File: src/rtl/vga_pkg.sv
// Shared VGA pipeline constants and the timing-bus layout carried between stages.
package vga_pkg;

  localparam int unsigned CHAR_W    = 8;
  localparam int unsigned CHAR_H    = 16;
  localparam int unsigned TEXT_COLS = 16;
  localparam int unsigned TEXT_ROWS = 16;
  localparam int unsigned HCNT_W    = 11;
  localparam int unsigned RGB_W     = 12;

  localparam int unsigned BOX_W = CHAR_W * TEXT_COLS;
  localparam int unsigned BOX_H = CHAR_H * TEXT_ROWS;

  typedef struct packed {
    logic [HCNT_W-1:0] hcount;
    logic [HCNT_W-1:0] vcount;
    logic              hsync;
    logic              vsync;
    logic              hblnk;
    logic              vblnk;
    logic [RGB_W-1:0]  rgb;
    logic              in_box;
    logic [2:0]        xbit;
  } timing_t;

endpackage

File: src/rtl/delay.sv
// Fixed-latency shift register with synchronous active-high reset.
module delay #(
  parameter int unsigned WIDTH   = 8,
  parameter int unsigned CLK_DEL = 1
) (
  input  logic             clk_i,
  input  logic             rst_i,
  input  logic [WIDTH-1:0] din_i,
  output logic [WIDTH-1:0] dout_o
);

  logic [WIDTH-1:0] pipe_q [CLK_DEL];

  always_ff @(posedge clk_i) begin
    if (rst_i) begin
      for (int i = 0; i < int'(CLK_DEL); i++) pipe_q[i] <= '0;
    end else begin
      pipe_q[0] <= din_i;
      for (int i = 1; i < int'(CLK_DEL); i++) pipe_q[i] <= pipe_q[i-1];
    end
  end

  assign dout_o = pipe_q[CLK_DEL-1];

endmodule

File: src/rtl/draw_rect_char.sv
// Text-box overlay: addresses the char-map/font ROMs and mixes glyph pixels into RGB.
module draw_rect_char
  import vga_pkg::*;
#(
  parameter logic [10:0] XPOS         = 11'd100,
  parameter logic [10:0] YPOS         = 11'd50,
  parameter logic [11:0] LETTER_COLOR = 12'hFFF
) (
  input  logic        pclk,
  input  logic        rst,
  input  logic [10:0] hcount_in,
  input  logic [10:0] vcount_in,
  input  logic        hsync_in,
  input  logic        vsync_in,
  input  logic        hblnk_in,
  input  logic        vblnk_in,
  input  logic [11:0] rgb_in,
  input  logic [7:0]  char_pixels,
  output logic [7:0]  char_xy,
  output logic [3:0]  char_line,
  output logic [10:0] hcount_out,
  output logic [10:0] vcount_out,
  output logic        hsync_out,
  output logic        vsync_out,
  output logic        hblnk_out,
  output logic        vblnk_out,
  output logic [11:0] rgb_out
);

  // Unsigned wrap makes positions left of / above the box fall outside it.
  logic [10:0] x_rel, y_rel;
  logic        in_box;
  assign x_rel  = hcount_in - XPOS;
  assign y_rel  = vcount_in - YPOS;
  assign in_box = (x_rel < 11'(BOX_W)) && (y_rel < 11'(BOX_H));

  logic [7:0] char_xy_d;
  logic [3:0] char_line_d;
  assign char_xy_d   = in_box ? {y_rel[7:4], x_rel[6:3]} : 8'h00;
  assign char_line_d = in_box ? y_rel[3:0] : 4'h0;

  always_ff @(posedge pclk) begin
    if (rst) begin
      char_xy   <= 8'h00;
      char_line <= 4'h0;
    end else begin
      char_xy   <= char_xy_d;
      char_line <= char_line_d;
    end
  end

  timing_t bus_in, bus_d2;
  always_comb begin
    bus_in        = '0;
    bus_in.hcount = hcount_in;
    bus_in.vcount = vcount_in;
    bus_in.hsync  = hsync_in;
    bus_in.vsync  = vsync_in;
    bus_in.hblnk  = hblnk_in;
    bus_in.vblnk  = vblnk_in;
    bus_in.rgb    = rgb_in;
    bus_in.in_box = in_box;
    bus_in.xbit   = x_rel[2:0];
  end

  // Two stages so the font ROM's registered char_pixels lines up with bus_d2.
  delay #(
    .WIDTH  ($bits(timing_t)),
    .CLK_DEL(2)
  ) u_delay (
    .clk_i (pclk),
    .rst_i (rst),
    .din_i (bus_in),
    .dout_o(bus_d2)
  );

  logic        glyph_bit;
  logic [11:0] rgb_d;
  assign glyph_bit = char_pixels[3'd7 - bus_d2.xbit];

  always_comb begin
    rgb_d = bus_d2.rgb;
    if (bus_d2.hblnk || bus_d2.vblnk) begin
      rgb_d = 12'h000;
    end else if (bus_d2.in_box && glyph_bit) begin
      rgb_d = LETTER_COLOR;
    end
  end

  always_ff @(posedge pclk) begin
    if (rst) begin
      hcount_out <= '0;
      vcount_out <= '0;
      hsync_out  <= 1'b0;
      vsync_out  <= 1'b0;
      hblnk_out  <= 1'b0;
      vblnk_out  <= 1'b0;
      rgb_out    <= '0;
    end else begin
      hcount_out <= bus_d2.hcount;
      vcount_out <= bus_d2.vcount;
      hsync_out  <= bus_d2.hsync;
      vsync_out  <= bus_d2.vsync;
      hblnk_out  <= bus_d2.hblnk;
      vblnk_out  <= bus_d2.vblnk;
      rgb_out    <= rgb_d;
    end
  end

endmodule

File: config.mk
export PLATFORM = sky130hd
export DESIGN_NAME = draw_rect_char
export DESIGN_NICKNAME = d
export VERILOG_FILES = /design/src/rtl/vga_pkg.sv /design/src/rtl/delay.sv /design/src/rtl/draw_rect_char.sv
export SDC_FILE = /design/constraint.sdc
export NUM_CORES = 1
export LEC_CHECK = 0
export CAP_MARGIN = 15
export CORE_AREA = 2 2 97 99
export CTS_BUF_LIST = sky130_fd_sc_hd__clkbuf_8
export CTS_CLUSTER_DIAMETER = 40
export DETAILED_ROUTE_END_ITERATION = 7
export DIE_AREA = 0 0 99 101
export PLACE_DENSITY_LB_ADDON = 0.05
export SETUP_SLACK_MARGIN = 0.4
export SYNTH_ARGS = -nofsm -noshare
export SYNTH_HDL_FRONTEND = slang
export SYNTH_SLANG_ARGS = --single-unit
File: constraint.sdc
create_clock -name pclk -period 1.8 [get_ports pclk]
set_input_delay 0.36 -clock pclk [delete_from_list [all_inputs] [get_ports pclk]]
set_output_delay 0.36 -clock pclk [all_outputs]
set_load 0.1 [all_outputs]
# After elaboration in Yosys (flattened, before gate mapping)
# Memories as Yosys holds them, arrays and structs flattened.
# Cells that the tools add are included.
# totals
ff_bits	50
mem_bits_rw	84
inputBits	48
output_inout_bits	50
word_cells	32
memories	1
# mem_list
name	depth	word_bits	rd	rd_ports_with_merged_regs	wr	line	source
u_delay.pipe_q	2	42	2	0	2	delay.sv:12	logic [WIDTH-1:0] pipe_q [CLK_DEL];
# classes
add_sub_neg	3
magnitude_cmp	3
muxes	8
n_bitwise	3
reduce_logical	5
# ops
operator	n
42-bit two-way mux	2
12-bit two-way mux	1
11-bit by 8-bit less-than comparator with 1-bit output (second input constant)	1
11-bit by 9-bit less-than comparator with 1-bit output (second input constant)	1
11-bit by 6-bit subtractor with 11-bit output (second input constant)	1
11-bit by 7-bit subtractor with 11-bit output (second input constant)	1
3-bit by 4-bit less-than comparator with 1-bit output (second input constant)	1
1-bit two-way mux	4
2-bit OR reduction	2
1-bit binary-select mux with 3-bit select	1
3-bit subtractor (first input constant)	1
1-bit logical AND	2
1-bit bitwise OR	2
1-bit logical OR	1
1-bit inverter	1

# Depth between registers and ports, before layout
# depth
depth_word	5
ltp_mapped	7

# Hierarchy
# A second synthesis with hierarchy kept.
# unflattened
cells_unflattened	375
area_unflattened_um2	4379.2
# by_module_without_submodules
module	n_inst	cells_each	area_each_um2
delay	1	219	2607.5
draw_rect_char	1	156	1771.7

# Worst setup path before layout
# Ideal clock, no wire load.
# synth_path
path_kind	input to register
from	in vcount_in[1]
to	reg char_line[3]
setup_time_ps	145
arrival_ps	1680
required_ps	1655
slack_ps	-25
stages	7
n_path_buf	1
path_cell_list	inv_1 ha_1 or3b_1 a211o_1 o211ai_1 buf_2 nor4_1
# synth_via
elab_chain_cells	5
# synth_rtl
item	line	source
start: declaration	draw_rect_char.sv:12	input logic [10:0] vcount_in,
11-bit by 6-bit subtractor with 11-bit output *	draw_rect_char.sv:34	assign y_rel = vcount_in - YPOS;
11-bit by 9-bit less-than comparator with 1-bit output	draw_rect_char.sv:35	assign in_box = (x_rel < 11'(BOX_W)) && (y_rel < 11'(BOX_H));
1-bit logical AND	draw_rect_char.sv:35	
1-bit inverter (no line)	--	
2-bit OR reduction (no line)	--	
end signal: assignment	draw_rect_char.sv:48	char_line <= char_line_d;
end: declaration	draw_rect_char.sv:20	output logic [3:0] char_line,
# Every way passes the cells marked *; elsewhere a longest branch is shown, timed or not.
# A chain may end at the register's enable or synchronous reset.

# Worst setup path in the final report
# layout_path
from	in hcount_in[2]
to	reg char_xy[2]
# layout_via
elab_chain_cells	5
# layout_rtl
item	line	source
start: declaration	draw_rect_char.sv:11	input logic [10:0] hcount_in,
11-bit by 7-bit subtractor with 11-bit output	draw_rect_char.sv:33	assign x_rel = hcount_in - XPOS;
via u_delay.din_i[2]	delay.sv:8	input logic [WIDTH-1:0] din_i,
11-bit by 8-bit less-than comparator with 1-bit output	draw_rect_char.sv:35	
1-bit logical AND	draw_rect_char.sv:35	
1-bit inverter (no line)	--	
2-bit OR reduction (no line)	--	
end signal: assignment	draw_rect_char.sv:47	char_xy <= char_xy_d;
end: declaration	draw_rect_char.sv:19	output logic [7:0] char_xy,
# The timed path passes the listed nets, and every way through them passes these cells.

==> results.yml <==
outcome:
  status: "completed"
worst_setup_path:
  r2r_cells: 4
  path_class: "input port to flip-flop"
  cpMostUsedCell: "buf_6"
  cp_slowest_cell: "nor4b_4"
  crit_path_start_kind: "input port"
  critical_path_peak_fanout: 3
  path_buf_inv: 5
  cp.depth: 10
  critPathTopFamily: "simple AND/OR/NAND/NOR gates"
  end_kind: "flip-flop"
  crit_required_ns: 2.13
  cp.arrival_ns: 1.82
  cp_cell_sequence: "buf_6 -> buf_6 -> inv_8 -> ha_4 -> buf_6 -> nand2b_4 -> nor4b_4 -> buf_4 -> o311ai_0 -> nor3_1"
  slowest_delay_ns: 0.37
placement:
  gp_congestion: 0.8527
  dp_slack_ns: -0.5193
  io_buffers: 97
  hpwl_um: 5111
synth:
  yosysSeqAreaShare: 0.6622
  netlist_instances: 328
  ys_ff_latch: 130
  synth_area_leaders: "dfxtp_1, nor2b_1, a21o_1, xnor2_1, nor4_1"
  yosysWarnings: 0
  ys_types: 36
  yosys.area.top_type: "dfxtp_1"
  synthFlopType: "dfxtp_1"
  syn_area_per_cell_sq_um: 11.98
  syn_nets: 378
  syn-cell-area_sq_mm: 0.003930
  synth_top_area_share: 0.6622
  synth_edf_count: 0
  async_flop_share: 0
route:
  route.detailed.drc: 0
  vias_per_cell: 4.467
  wl_per_cell_um: 13.33
  wirelength_um: 7957
  drtIter0Drc: 57
  num_vias: 2667
  antenna_left: 0
  drt_first_pass_iters: 4
die:
  dieHeight_um: 101
  coreArea_sq_mm: 0.008977
  die_w_um: 99
  row_count: 35
  die_area_sq_mm: 0.009999
  io_pins: 98
  initial_core_util: 0.4378
cts:
  clockBufferDepth: 2
  insertion_delay_ns: 0.41
  cts_tree: "done"
  h-tree-depth: 4
  clk_pin_slew_ns: 0.08
  cts-hold-fix-buffers: 0
  cts_buffers: 17
  root_buffer: "clkbuf_8"
  clock-sinks: 130
global_routing:
  antenna_found_initial: 0
  grt_pass1_vias: 2585
  grt_util_all_layers: 0.1657
  grt_max_degree: 87
  gr-total-overflow: 0
  grt_pass1_wl_um: 12630
sta:
  finalMaxSlewViolations: 0
  relSlewSlack: 0.4723
  rsz0062_at_grt: "true"
  finalClockSkew_ns: 0.008964
  tightestPinTransition_ns: 0.7916
  fin_hold_ws_ns: 0.1785
  min_period_ns: 1.487
  setup_ws_ns: 0.3135
  timing.fmax_mhz: 672.7
  tns_ns: 0
  final-hold-violation-count: 0
  setup_viol: 0
  post-route-period-util: 0.8258
finish:
  layout_common_cells: "dfxtp_1, nor2b_1, buf_12, buf_4, clkdlybuf4s50_1"
  fin_util: 0.7366
  synthToLayoutAreaGrowth_pct: 68.26
  nNetsFinal: 523
  layout_commonest_cell: "dfxtp_1"
  drive_above_1_share: 0.3519
  diodes: 0
run:
  maxCapViolations: 0
pwr:
  total_power_mw: 6.445
  powerDensity_mw_per_mm2: 974.6
  power.leakage_nw: 2.759
  ir_drop_v: 0.0006272
hold_path:
  hp-class: "input port to flip-flop"
  min_path_cells: 3
-- cell usage after synthesis, types with 2 or more instances --
| master | number |
|---|---|
| dfxtp_1 | 130 |
| nor4b_2 | 2 |
| buf_2 | 2 |
| o311ai_0 | 3 |
| xnor2_1 | 6 |
| nand2_1 | 3 |
| inv_1 | 4 |
| clkbuf_1 | 13 |
| a31oi_1 | 2 |
| nor2_1 | 9 |
| xor2_1 | 2 |
| nand2b_1 | 2 |
| mux4_2 | 2 |
| nor3_1 | 7 |
| nor4_1 | 8 |
| nor2b_1 | 101 |
| a21o_1 | 12 |
| ha_1 | 2 |
-- layer usage --
layer  vias up  wire (um)  GRT usage
li1       1362          -          -
met4         0        105    0.08430
met1      1208       3453     0.2031
met2        87       3879     0.2604
met3        10        519    0.05617
met5         -          0          0
-- stage by stage --
stage	cells	cell area (sq um)
finish	597	6613
global route	597	6613
CTS	593	6551
detailed placement	551	5804
global placement	551	5804
floorplan	328	4026
-- timing repair --
item / in CTS / in global routing
resized for setup: 66 / 19
setup buffers: 8 / 4
pin swaps: 15 / 11
endpoints found under the setup margin: 25 / 27
gates cloned: 2 / 0
-- registers in the layout, summed over array words and instances, names as in the netlist, 4 cells and up --
signal and count:
hcount_out 11, char_line 4, char_xy 8, u_delay.pipe_q 80, vcount_out 11, rgb_out 12
-- where the power goes --
part	internal [mW]	switching (mW)	total (mW)
Combinational	0.369	0.401	0.770
Sequential	2.98	0.0351	3.01
Clock	1.53	1.13	2.66
-- final timing paths --
kind	startpoint	to	slack, ns
worst max-delay path	hcount_in[2]	char_xy[2]	0.31
worst min-delay path	vcount_in[2]	u_delay.pipe_q[0][22]	0.18
worst max register to register	u_delay.pipe_q[0][73]	rgb_out[8]	0.35
worst min register to register	u_delay.pipe_q[0][39]	u_delay.pipe_q[0][81]	0.43
-- worst reg2reg max path: stages, from the launching register on --
cell and delay (ns):
dfxtp_4 0.37, mux4_2 0.53, mux2i_4 0.18, nor2_4 0.09, a21o_1 0.17
-- area by class of cell --
| type | count | area (sq um) |
|---|---|---|
| Clock inverter | 15 | 205.2 |
| Timing Repair Buffer | 142 | 1896 |
| Clock buffer | 17 | 234.0 |
| Fill cell | 597 | 2365 |
| Sequential cell | 130 | 2609 |
| Inverter | 4 | 52.55 |
| Tap cell | 111 | 138.9 |
| Multi-Input combinational cell | 178 | 1478 |
-- kinds of logic (layout without fill, tap and decap cells) --
family,count (synthesis),after routing,share of synthesized area
compound gates,26,26,0.05635
xor+xnor,8,8,0.01783
fa+ha+maj,2,2,0.006366
buf+inv,20,178,0.02165
flops,130,130,0.6622
mux,3,3,0.01401
simple gates,139,139,0.2216
Note: power is estimated with default switching activity, not from simulation.
